==> src/rtl/shift_add_accumulator_pkg.sv <==
// Shared widths, types and the carry-lookahead helper for the shift-add accumulator.
package shift_add_accumulator_pkg;

  localparam int DATA_W            = 32;
  localparam int ACC_W             = 64;
  localparam int SHIFT_W           = 6;
  localparam int GROUP_WIDTH_DEF   = 4;

  typedef logic [DATA_W-1:0] data_t;
  typedef logic [ACC_W-1:0]  acc_t;

  // Carry into position lo+n, written as a flat sum of products (no ripple).
  function automatic logic la_carry(input logic [DATA_W-1:0] g,
                                    input logic [DATA_W-1:0] p,
                                    input logic              cin,
                                    input int                lo,
                                    input int                n);
    logic c;
    logic prod;
    prod = cin;
    for (int k = lo; k < lo + n; k++) prod = prod & p[k];
    c = prod;
    for (int k = lo; k < lo + n; k++) begin
      prod = g[k];
      for (int m = k + 1; m < lo + n; m++) prod = prod & p[m];
      c = c | prod;
    end
    return c;
  endfunction

endpackage

==> src/rtl/shift_add_accumulator_cla.sv <==
// 32-bit two-level carry-lookahead adder: per-group lookahead, then lookahead over groups.
module carry_lookahead_adder
  import shift_add_accumulator_pkg::*;
#(
  parameter int GROUP_WIDTH = GROUP_WIDTH_DEF
) (
  input  data_t a_i,
  input  data_t b_i,
  input  logic  cin_i,
  output data_t sum_o,
  output logic  cout_o
);

  localparam int NG = DATA_W / GROUP_WIDTH;

  data_t g;
  data_t p;
  data_t c;
  data_t grpG;
  data_t grpP;
  data_t grpC;

  always_comb begin
    g    = a_i & b_i;
    p    = a_i ^ b_i;
    grpG = '0;
    grpP = '0;
    grpC = '0;
    c    = '0;
    for (int grp = 0; grp < NG; grp++) begin
      grpG[grp] = la_carry(g, p, 1'b0, grp * GROUP_WIDTH, GROUP_WIDTH);
      grpP[grp] = &p[grp*GROUP_WIDTH +: GROUP_WIDTH];
    end
    // Second level: carry into each group straight from group G/P and cin.
    for (int grp = 0; grp < NG; grp++) begin
      grpC[grp] = la_carry(grpG, grpP, cin_i, 0, grp);
    end
    for (int i = 0; i < DATA_W; i++) begin
      c[i] = la_carry(g, p, grpC[i / GROUP_WIDTH], (i / GROUP_WIDTH) * GROUP_WIDTH,
                      i % GROUP_WIDTH);
    end
    sum_o  = p ^ c;
    cout_o = la_carry(grpG, grpP, cin_i, 0, NG);
  end

endmodule

==> src/rtl/shift_add_accumulator_expander.sv <==
// Zero-extending 32-to-64 bit left shifter built from six log-shifter stages.
module shift_expander
  import shift_add_accumulator_pkg::*;
(
  input  data_t              operand_i,
  input  logic [SHIFT_W-1:0] shift_i,
  output acc_t               extended_o
);

  acc_t stage [0:SHIFT_W];

  always_comb begin
    stage[0] = {{(ACC_W-DATA_W){1'b0}}, operand_i};
    for (int k = 0; k < SHIFT_W; k++) begin
      stage[k+1] = shift_i[k] ? (stage[k] << (1 << k)) : stage[k];
    end
    extended_o = stage[SHIFT_W];
  end

endmodule

==> src/rtl/shift_add_accumulator.sv <==
// Registered 64-bit shift-and-accumulate core of the iterative shift-add multiplier.
module shift_add_accumulator
  import shift_add_accumulator_pkg::*;
#(
  parameter int GROUP_WIDTH = GROUP_WIDTH_DEF
) (
  input  logic               clock,
  input  logic               reset,
  input  logic               clear,
  input  logic               enable,
  input  data_t              operand,
  input  logic [SHIFT_W-1:0] shift,
  output data_t              output_lower,
  output data_t              output_higher,
  output logic               carry_out
);

  acc_t  acc_q, acc_d;
  logic  carry_q, carry_d;
  acc_t  extended;
  acc_t  addend;
  data_t sumLo, sumHi;
  logic  carryLo, carryHi;

  shift_expander u_expander (
    .operand_i  (operand),
    .shift_i    (shift),
    .extended_o (extended)
  );

  assign addend = clear ? '0 : acc_q;

  carry_lookahead_adder #(.GROUP_WIDTH(GROUP_WIDTH)) u_cla_lo (
    .a_i    (addend[DATA_W-1:0]),
    .b_i    (extended[DATA_W-1:0]),
    .cin_i  (1'b0),
    .sum_o  (sumLo),
    .cout_o (carryLo)
  );

  carry_lookahead_adder #(.GROUP_WIDTH(GROUP_WIDTH)) u_cla_hi (
    .a_i    (addend[ACC_W-1:DATA_W]),
    .b_i    (extended[ACC_W-1:DATA_W]),
    .cin_i  (carryLo),
    .sum_o  (sumHi),
    .cout_o (carryHi)
  );

  // Enable wins over a bare clear; with clear+enable the addend is zero, so no carry.
  always_comb begin
    acc_d   = acc_q;
    carry_d = carry_q;
    if (enable) begin
      acc_d   = {sumHi, sumLo};
      carry_d = carryHi;
    end else if (clear) begin
      acc_d   = '0;
      carry_d = 1'b0;
    end
  end

  always_ff @(posedge clock) begin
    if (reset) begin
      acc_q   <= '0;
      carry_q <= 1'b0;
    end else begin
      acc_q   <= acc_d;
      carry_q <= carry_d;
    end
  end

  assign output_lower  = acc_q[DATA_W-1:0];
  assign output_higher = acc_q[ACC_W-1:DATA_W];
  assign carry_out     = carry_q;

endmodule

==> config.mk <==
export PLATFORM = sky130hd
export DESIGN_NAME = shift_add_accumulator
export DESIGN_NICKNAME = d
export VERILOG_FILES = /design/src/rtl/shift_add_accumulator_pkg.sv /design/src/rtl/shift_add_accumulator_cla.sv /design/src/rtl/shift_add_accumulator_expander.sv /design/src/rtl/shift_add_accumulator.sv
export SDC_FILE = /design/constraint.sdc
export NUM_CORES = 1
export LEC_CHECK = 0
export ABC_AREA = 1
export CORE_AREA = 2 2 163 165
export DETAILED_ROUTE_END_ITERATION = 12
export DIE_AREA = 0 0 165 167
export HOLD_SLACK_MARGIN = 0.12
export PLACE_DENSITY_LB_ADDON = 0.1
export SLEW_MARGIN = 30
export SYNTH_ARGS = -nofsm -noshare
export SYNTH_HDL_FRONTEND = slang
export SYNTH_HIERARCHICAL = 1
export SYNTH_SLANG_ARGS = --single-unit
==> constraint.sdc <==
create_clock -name clock -period 5.35 [get_ports clock]
set_clock_uncertainty 0.05 [all_clocks]
set_input_delay 1.07 -clock clock [delete_from_list [all_inputs] [get_ports clock]]
set_output_delay 1.07 -clock clock [all_outputs]
set_load 0.03 [all_outputs]
After elaboration in Yosys (flattened, before gate mapping). Cells that the tools add are included.

Register bits: 65. Input bits: 42. Output and inout bits: 65. Word-level logic and storage cells: 444.

Multiplexer cells: 10. Bitwise operators: 416. Reductions and logical operators: 16.

Operators with widths (count): 64-bit 2-to-1 mux (7); 1-bit AND (205); 1-bit bitwise OR (205); 32-bit XOR (4); 32-bit AND (2); 4-bit AND reduction (15); 33-bit 2-to-1 mux (1); 1-bit 2-to-1 mux (2); 2-bit nonzero test (1).

Logic depth before layout (Yosys ltp). Gate-level depths: netlist of run 1.

Word-level depth: 49. Gate-level depth with buffers: 42. Gate-level depth less buffers: 41.

By module. Netlist of run 1, hierarchy kept.

Modules (own cells, without submodules): shift_add_accumulator (times used 1, cells an instance 556, area an instance 3273.1 um2, seq. area each 1301.2 um2); shift_expander (times used 1, cells an instance 553, area an instance 2560.0 um2, seq. area each 0.0 um2); carry_lookahead_adder (u_cla_lo) (times used 1, cells an instance 194, area an instance 1447.6 um2, seq. area each 0.0 um2); carry_lookahead_adder (u_cla_hi) (times used 1, cells an instance 183, area an instance 1396.3 um2, seq. area each 0.0 um2).

Worst setup path after synthesis of run 1. Ideal clock, no wire load.

Path type: input to register. Start point: input port shift[5]. End point: register acc_q[59]. Library setup time: 0.064 ns. Arrival time: 4.672 ns. Data required time: 5.236 ns. Setup slack: 0.564 ns. Stages on the path: 34. Path buffers: 2. Path through: buf_2 > nor2_1 > inv_2 > clkbuf_1 > nor2_1 > ha_1 > a21oi_1 > nand2_1 > nand2_1 > nand4_2 > nand2_2 > nand2_4 > nand2_2 > nand2_2 > nand2_1 > nand2_1 > nand3_1 > nor2_2 > nand3_1 > nand4_2 > nand2_2 > nand2_2 > nand2_2 > a21oi_1 > or2_1 > ha_1 > nand2_1 > nand2_1 > a21oi_1 > xnor2_1 > inv_1 > nand2_1 > nand2_1 > nor2_1.

Elaborated cells between the ends (all ways): 217. Those cells by class: mux (2); bitwise (202); reduce/logical (13).

RTL lines: from (decl) (RTL line shift_add_accumulator.sv:12) `input logic [SHIFT_W-1:0] shift,`; 64-bit 2-to-1 mux * (RTL line shift_add_accumulator_expander.sv:15) `stage[k+1] = shift_i[k] ? (stage[k] << (1 << k)) : stage[k];`; net extended[7] (RTL line shift_add_accumulator.sv:20) `acc_t extended;`; 32-bit XOR (RTL line shift_add_accumulator_cla.sv:25) `p = a_i ^ b_i;`; 1-bit AND (RTL line shift_add_accumulator_pkg.sv:25) `for (int m = k + 1; m < lo + n; m++) prod = prod & p[m];`; 1-bit bitwise OR (3 in series) (RTL line shift_add_accumulator_pkg.sv:26) `c = c | prod;`; 1-bit AND (6 in series) (RTL line shift_add_accumulator_pkg.sv:25); 1-bit bitwise OR * (7 in series) (RTL line shift_add_accumulator_pkg.sv:26); net carryLo (RTL line shift_add_accumulator.sv:23) `logic carryLo, carryHi;`; 1-bit AND * (6 in series) (RTL line shift_add_accumulator_pkg.sv:21) `for (int k = lo; k < lo + n; k++) prod = prod & p[k];`; 1-bit bitwise OR * (6 in series) (RTL line shift_add_accumulator_pkg.sv:26); 1-bit AND * (3 in series) (RTL line shift_add_accumulator_pkg.sv:21); 1-bit bitwise OR * (3 in series) (RTL line shift_add_accumulator_pkg.sv:26); 32-bit XOR * (RTL line shift_add_accumulator_cla.sv:42) `sum_o = p ^ c;`; net sumHi[27] (RTL line shift_add_accumulator.sv:22) `data_t sumLo, sumHi;`; 64-bit 2-to-1 mux * (RTL line shift_add_accumulator.sv:53) `if (enable) begin`; to (signal assigned) (RTL line shift_add_accumulator.sv:64) `acc_q <= '0;`; to (signal assigned) (RTL line shift_add_accumulator.sv:67) `acc_q <= acc_d;`; to (decl) (RTL line shift_add_accumulator.sv:18) `acc_t acc_q, acc_d;`.

Mark *: on every way through the listed nets, which the timed path passes. The rest lies on a longest branch. A chain may end at the register's enable or synchronous reset.

Worst setup path after layout of run 1.
Start point: input port operand[3]. End point: register acc_q[43].

Elaborated cells between the ends (all ways): 157. Those cells by class: mux (7); bitwise (141); reduce/logical (9).

RTL lines: from (decl) (RTL line shift_add_accumulator.sv:11) `input data_t operand,`; 33-bit 2-to-1 mux * (RTL line shift_add_accumulator_expander.sv:15); 64-bit 2-to-1 mux * (5 in series) (RTL line shift_add_accumulator_expander.sv:15); net extended[14] (RTL line shift_add_accumulator.sv:20); 32-bit XOR (RTL line shift_add_accumulator_cla.sv:25); 1-bit AND (2 in series) (RTL line shift_add_accumulator_pkg.sv:25); 1-bit bitwise OR (3 in series) (RTL line shift_add_accumulator_pkg.sv:26); 1-bit AND (4 in series) (RTL line shift_add_accumulator_pkg.sv:25); 1-bit bitwise OR * (5 in series) (RTL line shift_add_accumulator_pkg.sv:26); net carryLo (RTL line shift_add_accumulator.sv:23); 1-bit AND * (2 in series) (RTL line shift_add_accumulator_pkg.sv:21); 1-bit bitwise OR * (2 in series) (RTL line shift_add_accumulator_pkg.sv:26); 1-bit AND * (3 in series) (RTL line shift_add_accumulator_pkg.sv:21); 1-bit bitwise OR * (3 in series) (RTL line shift_add_accumulator_pkg.sv:26); 32-bit XOR * (RTL line shift_add_accumulator_cla.sv:42); net sumHi[11] (RTL line shift_add_accumulator.sv:22); 64-bit 2-to-1 mux * (RTL line shift_add_accumulator.sv:53).

Marked as above.

==> results of run 1 <==
cells by family after synthesis:
kind of cell,Yosys count
AND/OR/NAND/NOR,887
buffers and inverters,257
AO/OA/AOI/OAI,132
adder cells (fa/ha/maj),96
flip-flops,65
XOR/XNOR,48
other,1
placed cells by master (no fill, tap or decap), types with 2 or more instances in the layout:
cell type | Yosys | layout
nor2_2 | 7 | 23
nor3_1 | 2 | 2
clkbuf_16 | 0 | 10
buf_4 | 9 | 162
inv_4 | 0 | 2
o21ai_0 | 7 | 7
inv_1 | 172 | 168
o211ai_1 | 11 | 11
inv_2 | 6 | 8
a211oi_2 | 2 | 2
dfxtp_1 | 65 | 65
fa_1 | 16 | 16
nor2_1 | 177 | 161
nand4_2 | 2 | 2
nand3_2 | 1 | 20
clkinvlp_4 | 0 | 2
conb_1 | 1 | 3
nand2_4 | 1 | 2
a21oi_2 | 1 | 6
o21bai_1 | 3 | 3
clkinv_2 | 0 | 2
clkdlybuf4s50_1 | 0 | 95
nand3_1 | 257 | 237
or2_2 | 3 | 3
dlymetal6s2s_1 | 0 | 8
nand2_1 | 413 | 403
xnor2_1 | 16 | 16
xor2_1 | 32 | 32
a21oi_1 | 103 | 97
nand2_2 | 17 | 26
nand4_1 | 4 | 4
buf_12 | 0 | 8
ha_1 | 80 | 79
through the flow:
step | cell area [µm²] | power [mW] | utilization (%) | cells | setup slack, ns
floorplan | 8685 | 1.143 | - | 1488 | 0.5638
global placement | 11070 | 1.508 | 42.97 | 2018 | -0.2750
detailed placement | 11070 | 1.510 | 42.97 | 2018 | -0.2793
CTS | 11370 | 2.145 | 44.13 | 2034 | 0.06444
global route | 11660 | 2.297 | 45.28 | 2038 | -0.03050
finish | 11660 | 2.141 | 45.28 | 2038 | 0.3899
how the worst max path moves through the flow:
stage / from / endpoint / cells past startpoint
floorplan: shift[5] / acc_q[59] / 34
global placement: shift[0] / acc_q[59] / 38
detailed placement: shift[0] / acc_q[59] / 41
CTS: shift[0] / acc_q[59] / 41
global route: operand[3] / acc_q[59] / 35
finish: operand[3] / acc_q[43] / 31
worst register-to-register path, delay by kind of cell, from the launching register on:
family	cells	cell delay (ns)
buffers and inverters	4	0.27
AND/OR/NAND/NOR	20	1.71
adder cells (fa/ha/maj)	2	0.52
AO/OA/AOI/OAI	2	0.45
flip-flops	1	0.39
XOR/XNOR	1	0.14
metal layers:
layer / routed length (µm) / vias to the layer above
met5: 0 / -
met4: 767 / 0
met3: 1116 / 48
met2: 15030 / 213
met1: 13260 / 4502
li1: - / 5144
state kept, by name, summed over array words and instances (netlist names):
| name | count |
|---|---|
| acc_q | 64 |
| carry_out | 1 |
final cells by class:
cell class | instances | area, µm² | area share (%)
flip-flops and latches | 65 | 1301 | 11.16
inverters | 179 | 689.4 | 5.910
multi-input cells | 1166 | 6484 | 55.58
clock buffers | 11 | 242.7 | 2.081
repair buffers | 277 | 2474 | 21.21
well taps | 335 | 419.2 | 3.593
clock inverters | 5 | 55.05 | 0.4720
repair_timing:
| action | 4_1_cts | 5_1_grt |
|---|---|---|
| endpoints found under the hold margin | 0 | 0 |
| buffers inserted | 0 | 3 |
| endpoints found under the setup margin | 0 | 26 |
| gates resized for setup | 0 | 74 |
where the power goes:
| group | leakage [nW] | switching (mW) | internal, mW | total (mW) |
|---|---|---|---|---|
| clock network | 0.142 | 0.247 | 0.373 | 0.619 |
| logic | 5.51 | 0.572 | 0.399 | 0.971 |
| registers | 0.537 | 0.0299 | 0.521 | 0.551 |
==> key figures, run 1 <==
Route
  – 1st-iter DRT viols: between 500 and 600
  – DRC: 0
  – Routed Antenna Nets: 0
  – Via/cell ratio: roughly 5
  – Vias: 9907
  – Drt pass-1 iters: 6
  – Routed length per instance: between 10 and 15 µm
  – Routed WL: 30170 µm

Yosys
  – Syn Area/Cell: 5.839 µm²
  – Post-synthesis async set-or-reset flop share: 0%
  – Area share of the largest cell type after synthesis: 17.87%
  – Cell area after synthesis: 8677 µm²
  – Simple-gate share of the synthesized area: 43.52%
  – Synth Area in XOR/XNOR: 4.845%
  – Most frequent cell after synthesis: nand2_1
  – YS warnings: 6
  – Register area share after synthesis: 15.00%
  – Synth Area in Adders: 15.23%
  – Synth top area cells: nand2_1, dfxtp_1, nand3_1, ha_1, nor2_1
  – Mux contribution to synthesized area: 0%
  – Main combinational cell family by area after synthesis: simple AND/OR/NAND/NOR gates
  – Post-synth EDFFs: 0
  – Synth area leader: nand2_1
  – Synth cell count leaders: nand2_1, nand3_1, nor2_1, inv_1, a21oi_1
  – Mapped Cells: roughly 1.5k
  – Compound-cell area share of the yosys netlist: 8.464%
  – Count of different cell masters after synthesis: 40
  – Top_reg_cell synth: dfxtp_1
  – Synthesis-stage register bit count: 65

Finish
  – Share of cells above drive strength 1: between 10% and 20%
  – Layout fillers: about 2.8k
  – Antenna cell count: 0
  – Nets: 1836
  – Layout area overhead: 34.43%

STA
  – Slew headroom: 48.01%
  – Setup TNS: 0 ns
  – Post-route minimum period: between 4 and 5 ns
  – Final setup fails: 0
  – Top achievable clock speed: between 200 and 250 MHz
  – Max-slew violations: 0
  – Worst-margin pin slew: 0.7798 ns
  – WHS: 0.4660 ns
  – Tcrit/Tclk final: a little over 90%
  – Final hold violations: 0

Worst setup path
  – Worst path arrival time: 5.20 ns
  – Most used cell, CP: nand2_1
  – Reg-to-reg startpoint: acc_q[10]
  – Bufs and invs on worst path: 4
  – CP Capture Type: flip-flop
  – Top delay family on crit path: simple AND/OR/NAND/NOR gates
  – Worst Reg-to-Reg Cells: 29
  – CP max FO: 3
  – FF-to-FF setup slack: 1.76 ns
  – Worst R2R End: acc_q[43]
  – Worst setup SP type: input pin
  – Critical path class: in -> reg
  – Slowest cell on crit path: clkdlybuf4s50_1
  – Max stage delay on crit path: 0.51 ns
  – Worst path required time: around 5.6 ns

Placed design
  – Final RePlAce weighted congestion: 0.9542
  – IO buf count: 106
  – Dpl hpwl: 23940 µm

Global routing
  – Grt met3 use: 3.138%
  – Gr usage total: 22.31%
  – Largest net degree at the start of global routing: 95
  – GR Util met1: 27.51%
  – Grt ovf: 0
  – M2 GR Usage: 39.87%
  – Most Crowded Layer GR: met2
  – Vias in the first global route: a little under 10k
  – Initial antenna violation count: 0
  – First-pass GRT wire length: 48520 µm

CTS
  – CTS tree: done
  – Num CTS Buffers: 9
  – CTS Hold Bufs: 0
  – CTS sink cnt: 65
  – Clk pin slew, worst setup/hold paths: 0.07 ns
  – Clock buffer depth: 2
  – Clk_lat worst skew: around 0.35 ns
  – Clk root buf: clkbuf_16
  – H-tree depth: 3

Die
  – Die Ht: about 170 µm
  – Core footprint: 25760 µm²
  – Die X: around 170 µm
  – Num rows: 59
  – I/O Pins: between 100 and 150
  – Die footprint: 27560 µm²
  – Starting Density: ~34%

Run
  – Max Cap Violations: 0

Outcome
  – Status: finished, final reports clean

Worst hold path
  – Type of the worst min-delay path: reg -> reg
  – Worst Hold Depth: 2
  – Hold Path Sink: acc_q[62]
  – Hold Crit Start: acc_q[62]

Pwr
  – Worst vdd ir: between 0.0001 and 0.00015 V
  – Pwr dens: 183.5 nW/µm²
  – P_leak: ~6 nW
(Power assumes the default switching activity.)
==> inputs of run 2 (changes only) <==
- ABC_CLOCK_PERIOD_IN_PS: default -> 5350
- CTS_BUF_LIST: default -> sky130_fd_sc_hd__clkbuf_4
- HOLD_SLACK_MARGIN: 0.12 -> 0.08
==> run 2 against run 1 <==
Net effect:
- final area decreased by 3.0%
- wire length down 0.62%
- cell count about the same
- critical path depth rose by 8
- fmax up 2.2%
- combinational power is 2% lower
- via count down 0.66%
- worst setup slack improved by 0.11 ns
- sequential power barely moved
- critical path type unchanged
- largest power group unchanged
==> key figures, run 2 (synthesis results as in run 1) <==
Outcome
  – Status: finished, final reports clean

Finish
  – Share of cells above drive strength 1: around 15%
  – Area of the multi-input gates: about 6300 µm²
  – Post-layout util: 43.90%
  – Largest Register: acc_q
  – Nets: around 1.8k
  – FF/Latch Area: roughly 1300 µm²
  – Layout area overhead: 30.35%
  – Most common cell after layout, fill and taps aside: nand2_1
  – Most frequent cells in the layout: nand2_1, nand3_1, inv_1, nor2_1, buf_4
  – Max reg flops: 64
  – Layout fillers: 2850
  – Fin area: 11310 µm²

CTS
  – CTS sink cnt: 65
  – Clock buffer depth: 2
  – H-tree depth: 3
  – Clk pin slew, worst setup/hold paths: roughly 0.13 ns
  – CTS tree: done
  – Setup bufs post-CTS: 0
  – Clk_lat worst skew: 0.48 ns
  – Clk root buf: clkbuf_4
  – Num CTS Buffers: 9

STA
  – Post-route minimum period: 4.854 ns
  – Tcrit/Tclk final: 90.74%
  – Final setup fails: 0
  – Worst-margin pin slew: 0.7855 ns
  – RSZ-0062 raised after global routing: false
  – Final WS setup: 0.4956 ns
  – Final hold violations: 0
  – Slew headroom: a little under half
  – Max-slew violations: 0
  – Top achievable clock speed: roughly 200 MHz

Pwr
  – Worst vdd ir: 0.0001243 V
  – Overall power: roughly 1.9 mW
  – P_leak: 6.027 nW
  – Pwr dens: 165.2 nW/µm²

Route
  – 1st-iter DRT viols: 511
  – Routed length per instance: 14.72 µm
  – DRC: 0
  – Via/cell ratio: 4.832
  – Drt pass-1 iters: 5
  – Routed WL: 29990 µm
  – Routed Antenna Nets: 0
  – Vias: 9842

Die
  – Num rows: between 50 and 60
  – Die Ht: 167 µm
  – Core footprint: 25760 µm²
  – Starting Density: 33.68%
  – Die X: 165 µm
  – I/O Pins: 107
  – Die footprint: 27560 µm²

Placed design
  – Dpl hpwl: 23940 µm
  – IO buf count: 106
  – Placement Cell Area: about 11000 µm²
  – Final RePlAce weighted congestion: 0.9542
  – Worst slack, placed: -0.2793 ns

Worst setup path
  – Worst setup SP type: input pin
  – Critical path class: in -> reg
  – CP max FO: 3
  – Worst path arrival time: between 5 and 6 ns
  – Worst path required time: 5.71 ns
  – Max stage delay on crit path: 0.51 ns
  – Most used cell, CP: nand2_1
  – Bufs and invs on worst path: 4
  – Top delay family on crit path: simple AND/OR/NAND/NOR gates
  – Slowest cell on crit path: clkdlybuf4s50_1
  – CP Capture Type: flip-flop

Global routing
  – Gr usage total: about 22%
  – Grt ovf: 0
  – Initial antenna violation count: 1
  – Vias in the first global route: slightly below 10k
  – Largest net degree at the start of global routing: 95
  – First-pass GRT wire length: around 48000 µm

Run
  – Max Cap Violations: 0

Worst hold path
  – Type of the worst min-delay path: reg -> reg
run 2: cell count changes in the layout (fill, tap and decap cells not counted), moves of 4 or more:
cell,change
nand3_1,+18
nand3_2,-17
clkbuf_4,+10
clkbuf_16,-9
nor2_1,+8
nor2_2,-8
nand2_1,+6
nand2_2,-5
a21oi_1,+4
a21oi_2,-4
clkdlybuf4s50_1,+4
run 2: cell type report:
cell class | count | area share [%]
repair buffers | 274 | 21.65
flip-flops and latches | 65 | 11.50
well taps | 335 | 3.706
inverters | 179 | 6.051
clock buffers | 10 | 0.6637
clock inverters | 6 | 0.5199
multi-input cells | 1166 | 55.86
diodes | 2 | 0.04425
run 2: worst paths after layout:
check	from	endpoint	slack, ns	depth (start not counted)
setup reg to reg	acc_q[10]	acc_q[58]	1.79	33
hold reg to reg	carry_out	carry_out	0.48	2
setup / recovery	operand[4]	acc_q[58]	0.50	39
hold / removal	carry_out	carry_out	0.48	2
run 2: layer usage:
| metal | vias up | wire [µm] | GRT usage, % |
|---|---|---|---|
| met2 | 205 | 14820 | 39.64 |
| met5 | - | 0 | 0 |
| met4 | 0 | 819 | 6.881 |
| li1 | 5126 | - | - |
| met3 | 45 | 1124 | 3.014 |
| met1 | 4466 | 13230 | 27.40 |
run 2: metrics by stage:
step	std cells	hold WS [ns]	TNS, ns
floorplan	1488	0.5951	0
global placement	2018	0.4423	-2.072
CTS	2034	0.4899	0
finish	2037	0.4791	0
detailed placement	2018	0.4609	-2.390
global route	2037	0.5175	0
run 2: power breakdown:
| part | total [mW] | internal (mW) | switching [mW] |
|---|---|---|---|
| Sequential | 0.551 | 0.521 | 0.0300 |
| Combinational | 0.956 | 0.393 | 0.562 |
| Clock | 0.362 | 0.144 | 0.218 |
| Total | 1.87 | 1.06 | 0.810 |
run 2: worst reg2reg max path, delay by kind of cell, from the launching register on:
kind | cells | cell delay (ns)
AO/OA/AOI/OAI | 1 | 0.06
XOR/XNOR | 1 | 0.12
adder cells (fa/ha/maj) | 2 | 0.47
buffers and inverters | 4 | 0.30
flip-flops | 1 | 0.41
AND/OR/NAND/NOR | 25 | 2.13
run 2: repair_timing:
action,CTS,global route
setup endpoints to repair,0,18
gates resized for setup,0,25
hold buffers,0,0
